**config.mk**
```make
export PLATFORM = sky130hd
export DESIGN_NAME = base_aserial
export DESIGN_NICKNAME = d
export VERILOG_FILES = /design/src/rtl/base_aserial.sv
export SDC_FILE = /design/constraint.sdc
export NUM_CORES = 1
export LEC_CHECK = 0
export ABC_AREA = 0
export CELL_PAD_IN_SITES_DETAIL_PLACEMENT = 0
export CELL_PAD_IN_SITES_GLOBAL_PLACEMENT = 1
export CORE_MARGIN = 2
export CORE_UTILIZATION = 25
export CTS_BUF_LIST = sky130_fd_sc_hd__clkbuf_16
export DETAILED_ROUTE_END_ITERATION = 16
export PLACE_DENSITY_LB_ADDON = 0.15
export SYNTH_ARGS = -nofsm -noshare
export SYNTH_HDL_FRONTEND = slang
export SYNTH_SLANG_ARGS = --single-unit
export TNS_END_PERCENT = 20
```
**constraint.sdc**
```tcl
create_clock -name clk -period 11.36 [get_ports clk]
set_clock_uncertainty 0.15 [all_clocks]
set_input_delay 1.704 -clock clk [delete_from_list [all_inputs] [get_ports clk]]
set_output_delay 1.704 -clock clk [all_outputs]
set_load 0.02 [all_outputs]
```
**src/rtl/base_aserial.sv**
```systemverilog
// Packet-to-beat serializer: one width*nbeats word in, 1..nbeats narrow beats out with o_e on the last.
// Optional first-beat flag o_f when BASE_ASERIAL_FIRST_EN is defined.
module base_aserial #(
    parameter int width  = 64,
    parameter int nbeats = 4,
    parameter int cwidth = 2
) (
    input  logic                      clk,
    input  logic                      reset,
    input  logic                      i_v,
    output logic                      i_r,
    input  logic [width*nbeats-1:0]   i_d,
    input  logic [cwidth-1:0]         i_cnt,
    output logic                      o_v,
    input  logic                      o_r,
    output logic [width-1:0]          o_d,
`ifdef BASE_ASERIAL_FIRST_EN
    output logic                      o_f,
`endif
    output logic                      o_e
);

    typedef enum logic {IDLE, SEND} state_t;

    localparam logic [cwidth-1:0] MAX_IDX = cwidth'(nbeats - 1);

    state_t                          state_q, state_d;
    logic [nbeats-1:0][width-1:0]    data_q, data_d;
    logic [cwidth-1:0]               idx_q, idx_d;
    logic [cwidth-1:0]               cnt_q, cnt_d;
    logic                            last;
    logic                            xfer;
    logic                            accept;

    assign o_v    = (state_q == SEND);
    assign last   = (idx_q == cnt_q);
    assign o_e    = o_v & last;
    assign o_d    = data_q[idx_q];
    assign xfer   = o_v & o_r;
    // Ready on the last transfer lets the next packet load with no idle cycle.
    assign i_r    = ~reset & ((state_q == IDLE) | (xfer & last));
    assign accept = i_v & i_r;

`ifdef BASE_ASERIAL_FIRST_EN
    assign o_f = o_v & (idx_q == '0);
`else
    // Without o_f, the first beat is the one after an o_e transfer or after IDLE.
`endif

    always_comb begin
        state_d = state_q;
        data_d  = data_q;
        idx_d   = idx_q;
        cnt_d   = cnt_q;
        if (accept) begin
            data_d  = i_d;
            cnt_d   = (i_cnt > MAX_IDX) ? MAX_IDX : i_cnt;
            idx_d   = '0;
            state_d = SEND;
        end else if (xfer) begin
            if (last) begin
                state_d = IDLE;
                idx_d   = '0;
            end else begin
                idx_d = idx_q + cwidth'(1);
            end
        end
    end

    always_ff @(posedge clk or posedge reset) begin
        if (reset) begin
            // NOTE: the packet register is cleared too, so o_d reads 0 out of reset rather than X.
            state_q <= IDLE;
            data_q  <= '0;
            idx_q   <= '0;
            cnt_q   <= '0;
        end else begin
            // NOTE: non-blocking assignments keep every flop sampling pre-edge values.
            state_q <= state_d;
            data_q  <= data_d;
            idx_q   <= idx_d;
            cnt_q   <= cnt_d;
        end
    end

endmodule
```
==> results of run 1 <==
[synthesized netlist by cell type, drive strengths merged, types with 2 or more instances]
| cell type | number |
|---|---|
| or4 | 258 |
| a211oi | 17 |
| nor4bb | 258 |
| nor2b | 243 |
| xnor2 | 2 |
| xor2 | 2 |
| o211ai | 260 |
| buf | 128 |
| nand2b | 3 |
| mux4 | 64 |
| nand2 | 517 |
| dfrtp | 261 |
| and3b | 17 |
| a221oi | 241 |
| clkbuf | 234 |
[layout make-up]
type	instances	area (sq um)	share of cell area [%]
clock buffers	41	1030	3.83
inverters	1	11.3	0.0421
multi-input cells	1890	13900	52.0
flip-flops and latches	261	6540	24.5
clock inverters	29	166	0.622
well taps	1165	1460	5.45
repair buffers	359	3600	13.5
diodes	13	32.5	0.122
[critical path: stages, from the launching register on]
cell             delay, ns
dfrtp_4               1.03
buf_4                 0.83
xnor2_1               0.21
nand3_1               0.12
a21oi_1               0.33
clkdlybuf4s50_1       0.68
[flip-flops by register name, summed over array words and instances (netlist names)]
register  flops
data_q      256
cnt_q         2
idx_q         2
o_v           1
[power groups by stage]
stage | clock network (W) | registers [W] | logic, W
finish | 0.00119 | 0.00144 | 0.00247
floorplan | 0 | 0.00127 | 0.00188
global placement | 0 | 0.00145 | 0.00246
CTS | 0.00124 | 0.00145 | 0.00250
detailed placement | 0 | 0.00146 | 0.00249
global route | 0.00127 | 0.00149 | 0.00268
[per-stage QoR]
stage / util (%) / hold WS [ns] / setup WS (ns)
6_report: 30.4 / 0.419 / 5.72
5_1_grt: 30.4 / 0.442 / 5.46
3_5_place_dp: 29.0 / 0.408 / 6.20
2_1_floorplan: - / 0.364 / 2.00
3_3_place_gp: 29.0 / 0.382 / 6.17
4_1_cts: 30.3 / 0.421 / 5.61
[layout by cell type, fill, tap and decap left out, types with 2 or more instances in the layout]
master | synthesis | layout
a221oi_1 | 241 | 241
nor2b_1 | 243 | 243
xor2_4 | 2 | 2
and3b_1 | 17 | 17
a211oi_1 | 17 | 17
buf_4 | 1 | 25
xnor2_1 | 2 | 2
bufinv_16 | 0 | 2
diode_2 | 0 | 13
buf_12 | 0 | 6
buf_8 | 0 | 2
dfrtp_1 | 261 | 258
dfrtp_4 | 0 | 3
nor4bb_1 | 258 | 258
nand2b_1 | 2 | 2
clkinv_1 | 0 | 11
o211ai_1 | 260 | 260
clkdlybuf4s50_1 | 0 | 325
inv_1 | 1 | 12
clkbuf_16 | 0 | 41
nand2_1 | 517 | 517
clkinv_2 | 0 | 4
or4_1 | 258 | 258
mux4_2 | 64 | 64
[cells by family after synthesis]
group,Yosys count,share of synthesized area (%)
simple gates,1299,36.9
xor+xnor,4,0.328
compound gates,523,19.1
buf+inv,363,7.70
flops,261,29.5
mux,64,6.51
[metal layers]
layer / vias to the layer above / part of all wire, % / global-route usage [%]
li1: 9930 / - / -
met4: 8 / 2.0 / 5.32
met3: 105 / 4.8 / 2.95
met5: - / 0.046 / 0
met1: 11052 / 46 / 26.4
met2: 559 / 47 / 30.1
[path summary, 6_finish.rpt]
| check | startpoint | end | slack [ns] |
|---|---|---|---|
| worst min register to register | data_q[250] | data_q[250] | 0.42 |
| worst min-delay path | data_q[250] | data_q[250] | 0.42 |
| min in group asynchronous | reset | data_q[194] | 1.47 |
| max in group asynchronous | reset | idx_q[1] | 7.36 |
| worst max-delay path | idx_q[0] | i_r | 5.72 |
| worst max register to register | o_v | data_q[5] | 6.82 |
==> impl_metrics.json, run 1 <==
{
  "run_status": "finished, violations left",
  "failed_checks": "max-slew violations",
  "finalHoldViolCount": 0,
  "worst_pin_slew_ns": 1.55,
  "fp.dieArea_sq_um": 91000,
  "synth_edf_count": 0,
  "min_period_over_period_pct": 49.6,
  "synthesized_net_count": 2776,
  "tritoncts.num_buffers": 39,
  "dp.cells": 3676,
  "synth.top_cell.area_share_pct": 29.5,
  "wire_length_of_the_first_global_routing_pass_um": 136000,
  "clock_path_buffers": 3,
  "worstSetupStartpointType": "flop",
  "worstRegToRegCells": 6,
  "initial_utilization_pct": 25.1,
  "worst_path_clk_slew_ns": 0.06,
  "filler_cell_count": 9155,
  "area.growth.synth_to_final_pct": 20.8,
  "max-slew-margin-rel_pct": -3.51,
  "dp.final_hpwl_um": 47400,
  "ys_ff_latch": 261,
  "static-leakage-power_nw": 9.20,
  "combPwrFrac_pct": 48.4,
  "ys_types": 29,
  "drt-total-wl_um": 89800,
  "ys.warnings.count": 0,
  "core.rowCount": 109,
  "die_width_um": 302,
  "cp.required_ns": 9.51,
  "finish.instance_area_sq_um": 26800,
  "netSwitchingFraction_pct": 46.8,
  "critical_path_start_end_classification": "reg -> out",
  "final-setup-viol-count": 0,
  "postCtsSetupBuffers": 0,
  "clock_insertion_delay_worst_skew_ns": 0.55,
  "fmax_mhz": 177,
  "post_syn_instances": 2514,
  "seq_power_share_pct": 28.3,
  "hold_path_depth": 2,
  "remaining_design_rule_violation_count": 0,
  "cts_tree": "yes",
  "viasPerCell": 5.76,
  "pwr-share-clk_pct": 23.3,
  "finalPower_w": 0.00510,
  "max_cap_violations": 0,
  "p_int_w": 0.00271,
  "globalRouteOverflowTotal": 0,
  "cts_sinks": 261,
  "post-synth-top-area-cell": "dfrtp_1",
  "layout-drive-gt1-share_pct": 5.93,
  "finish.net_count": 2814,
  "seq_area_frac_synth_pct": 29.5,
  "leading_cell_types_by_total_area_after_synthesis": "dfrtp_1 (29%), nor4bb_1 (12%), a221oi_1 (9.5%)",
  "sw_pwr_w": 0.00239,
  "path_max_fanout": 37,
  "min_path_type": "reg -> reg",
  "crit_path_end_kind": "output pin",
  "power_density_nw_per_um2": 190,
  "antenna_left": 0,
  "cts_root_buf": "clkbuf_16",
  "cell_area_after_placement_sq_um": 25500,
  "chipHeight_um": 302,
  "totalNegativeSetupSlack_ns": 0,
  "overall_routing_resource_usage_pct": 18.9,
  "ctsResizeCount": 0,
  "total_vias_in_the_final_route": 21654,
  "gp_congestion": 0.730,
  "drtPass1Iterations": 5,
  "initialDrtViolationCount": 1784,
  "syn_avg_cell_area_sq_um": 8.81,
  "worst_ir_drop_vdd_uv": 205,
  "drt-wirelength-per-cell_um": 23.9,
  "placeableCoreArea_sq_um": 88100,
  "synthArstFlopShare_pct": 100,
  "final.min_clock_period_ns": 5.64,
  "largest_net_degree_at_the_start_of_global_routing": 251,
  "cts_hold_repair.buffers": 0,
  "maxSlewViolCount": 120,
  "port_buffers": 328,
  "h-tree-depth": 2,
  "grt_antenna_before_repair": 15,
  "post_synth_instance_area_sq_um": 22200,
  "finish.cell_count_without_fillers": 3759,
  "io_pins": 329,
  "grt_setup_unrepaired": "no",
  "worst-endpoint-arrival_ns": 3.79,
  "dominantRegCellSynth": "dfrtp_1",
  "first_global_vias": 21290
}
Power figures use the tool's default switching activity.
==> run 2, diff against run 1 <==
- clock period: 11.36 -> 5.3 ns (I/O delays scaled with it)
==> run 2 against run 1 <==
Global-route usage is 0.47 points higher. Count of clock-buffer cells in the layout unchanged. Largest power group unchanged. Routed wire length up 1.7%. Non-clock buffer count up 14. Combinational power increased by 120%. The flow now finishes without violations. Clock power up 100%. Worst setup slack got worse by 4.4 ns. Die area did not move.
==> impl_metrics.json, run 2 (same netlist as run 1, synthesis figures left out) <==
{
  "initial_utilization_pct": 25.1,
  "totalNegativeSetupSlack_ns": 0,
  "maxSlewViolCount": 0,
  "gp_congestion": 0.760,
  "filler_cell_count": 9124,
  "dp.final_hpwl_um": 51400,
  "critical_path_start_end_classification": "reg -> out",
  "postCtsSetupBuffers": 0,
  "layout-drive-gt1-share_pct": 6.26,
  "hp-start": "data_q[177]",
  "worstSetupStartpointType": "flop",
  "final.min_clock_period_ns": 3.93,
  "mostFrequentLayoutCells": "nand2_1 (517), clkdlybuf4s50_1 (325), o211ai_1 (260)",
  "antenna_left": 0,
  "initialDrtViolationCount": 1753,
  "drt-total-wl_um": 91300,
  "largest_net_degree_at_the_start_of_global_routing": 220,
  "io_pins": 329,
  "drtPass1Iterations": 8,
  "cts_hold_repair.buffers": 0,
  "core.rowCount": 109,
  "port_buffers": 328,
  "max_cap_violations": 0,
  "finalHoldViolCount": 0,
  "rrSetupSlack_ns": 2.00,
  "cts_root_buf": "clkbuf_16",
  "top_register": "data_q",
  "dp.cells": 3690,
  "cell_area_after_placement_sq_um": 25800,
  "clock_insertion_delay_worst_skew_ns": 0.56,
  "largest_register_ff_count": 256,
  "run_status": "finished clean",
  "cts_tree": "yes",
  "setup.worst_path.start": "idx_q[0]",
  "finish.net_count": 2828,
  "min_path_type": "reg -> reg",
  "worst_ir_drop_vdd_uv": 647,
  "finish.cell_count_without_fillers": 3765,
  "timing.hold.ws_ns": 0.422,
  "wire_length_of_the_first_global_routing_pass_um": 139000,
  "total_vias_in_the_final_route": 21649,
  "final-setup-viol-count": 0,
  "drt-wirelength-per-cell_um": 24.3,
  "first_global_vias": 21269,
  "area.growth.synth_to_final_pct": 21.4,
  "path_max_fanout": 26,
  "fp.dieArea_sq_um": 91000,
  "multi_input_comb_area_sq_um": 13900,
  "tritoncts.num_buffers": 39,
  "worst_pin_slew_ns": 1.32,
  "largestRegisters": "data_q (256), cnt_q (2), idx_q (2)",
  "globalRouteOverflowTotal": 0,
  "hold_path_depth": 2,
  "end_of_the_worst_register_to_register_path": "data_q[169]",
  "fmax_mhz": 254,
  "grt_setup_unrepaired": "no",
  "register_area_sq_um": 6540,
  "ctsResizeCount": 0,
  "clock_path_buffers": 3,
  "h-tree-depth": 2,
  "min_period_over_period_pct": 74.1,
  "max-slew-margin-rel_pct": 12.0,
  "cts_sinks": 261,
  "worstRegToRegCells": 5,
  "final_core_utilization_pct": 30.5,
  "crit_path_end_kind": "output pin",
  "grt_antenna_before_repair": 14,
  "cp.required_ns": 4.36,
  "finish.instance_area_sq_um": 26900,
  "chipHeight_um": 302,
  "static-leakage-power_nw": 9.27,
  "remaining_design_rule_violation_count": 0,
  "worst-endpoint-arrival_ns": 2.98,
  "overall_routing_resource_usage_pct": 19.4,
  "final_common_cell": "nand2_1",
  "worst_path_clk_slew_ns": 0.05,
  "timing.hold.worst_endpoint": "data_q[177]",
  "timing.rr.start": "idx_q[1]",
  "power_density_nw_per_um2": 406,
  "viasPerCell": 5.75,
  "placeableCoreArea_sq_um": 88100,
  "die_width_um": 302
}
==> run 2: changes by cell type in the layout (fill, tap and decap cells not counted) <==
cell | previous run | this run
bufinv_16 | 2 | 0
clkinvlp_4 | 0 | 2
buf_4 | 25 | 29
inv_8 | 1 | 0
clkinv_2 | 4 | 0
clkinv_1 | 11 | 10
buf_12 | 6 | 16
diode_2 | 13 | 11
==> run 2: cell type report <==
cell class,instances,area share (%)
Tap cell,1165,5.42
Clock inverter,23,0.335
Sequential cell,261,24.3
Multi-Input combinational cell,1890,51.7
Clock buffer,41,3.81
Antenna cell,11,0.102
Timing Repair Buffer,373,14.2
Inverter,1,0.0279
==> run 2: worst max-delay path, cell delays in order, from the launching register on <==
cell and delay (ns):
dfrtp_4 0.84, buf_4 0.41, mux4_2 0.54, clkdlybuf4s50_1 0.62
==> run 2: worst max-delay path by stage <==
stage,endpoint,slack (ns),cells past startpoint
floorplan,o_v,-0.65,4
global placement,o_d[19],1.90,3
detailed placement,data_q[232],1.86,5
CTS,o_d[19],1.26,3
global route,i_r,1.22,5
finish,o_d[25],1.37,3
==> run 2: metrics by stage <==
| stage | total power, W | setup WS (ns) |
|---|---|---|
| floorplan | 0.00676 | -0.651 |
| global placement | 0.00845 | 1.90 |
| detailed placement | 0.00857 | 1.86 |
| CTS | 0.0111 | 1.26 |
| global route | 0.0117 | 1.22 |
| finish | 0.0109 | 1.37 |
==> run 2: metal layers <==
layer  vias up  part of all wire [%]  wire length (um)  track usage [%]
met1     10949                    46             42200             27.7
met2       635                    47             43000             30.5
li1       9954                     -                 -                -
met4         6                   1.9              1780             5.37
met3       105                   4.7              4310             2.46
met5         -                 0.035                32                0
==> run 2: report_power, final <==
part           switching, W  internal (W)
Clock               0.00106       0.00137
Sequential         0.000676       0.00242
Combinational       0.00339       0.00200
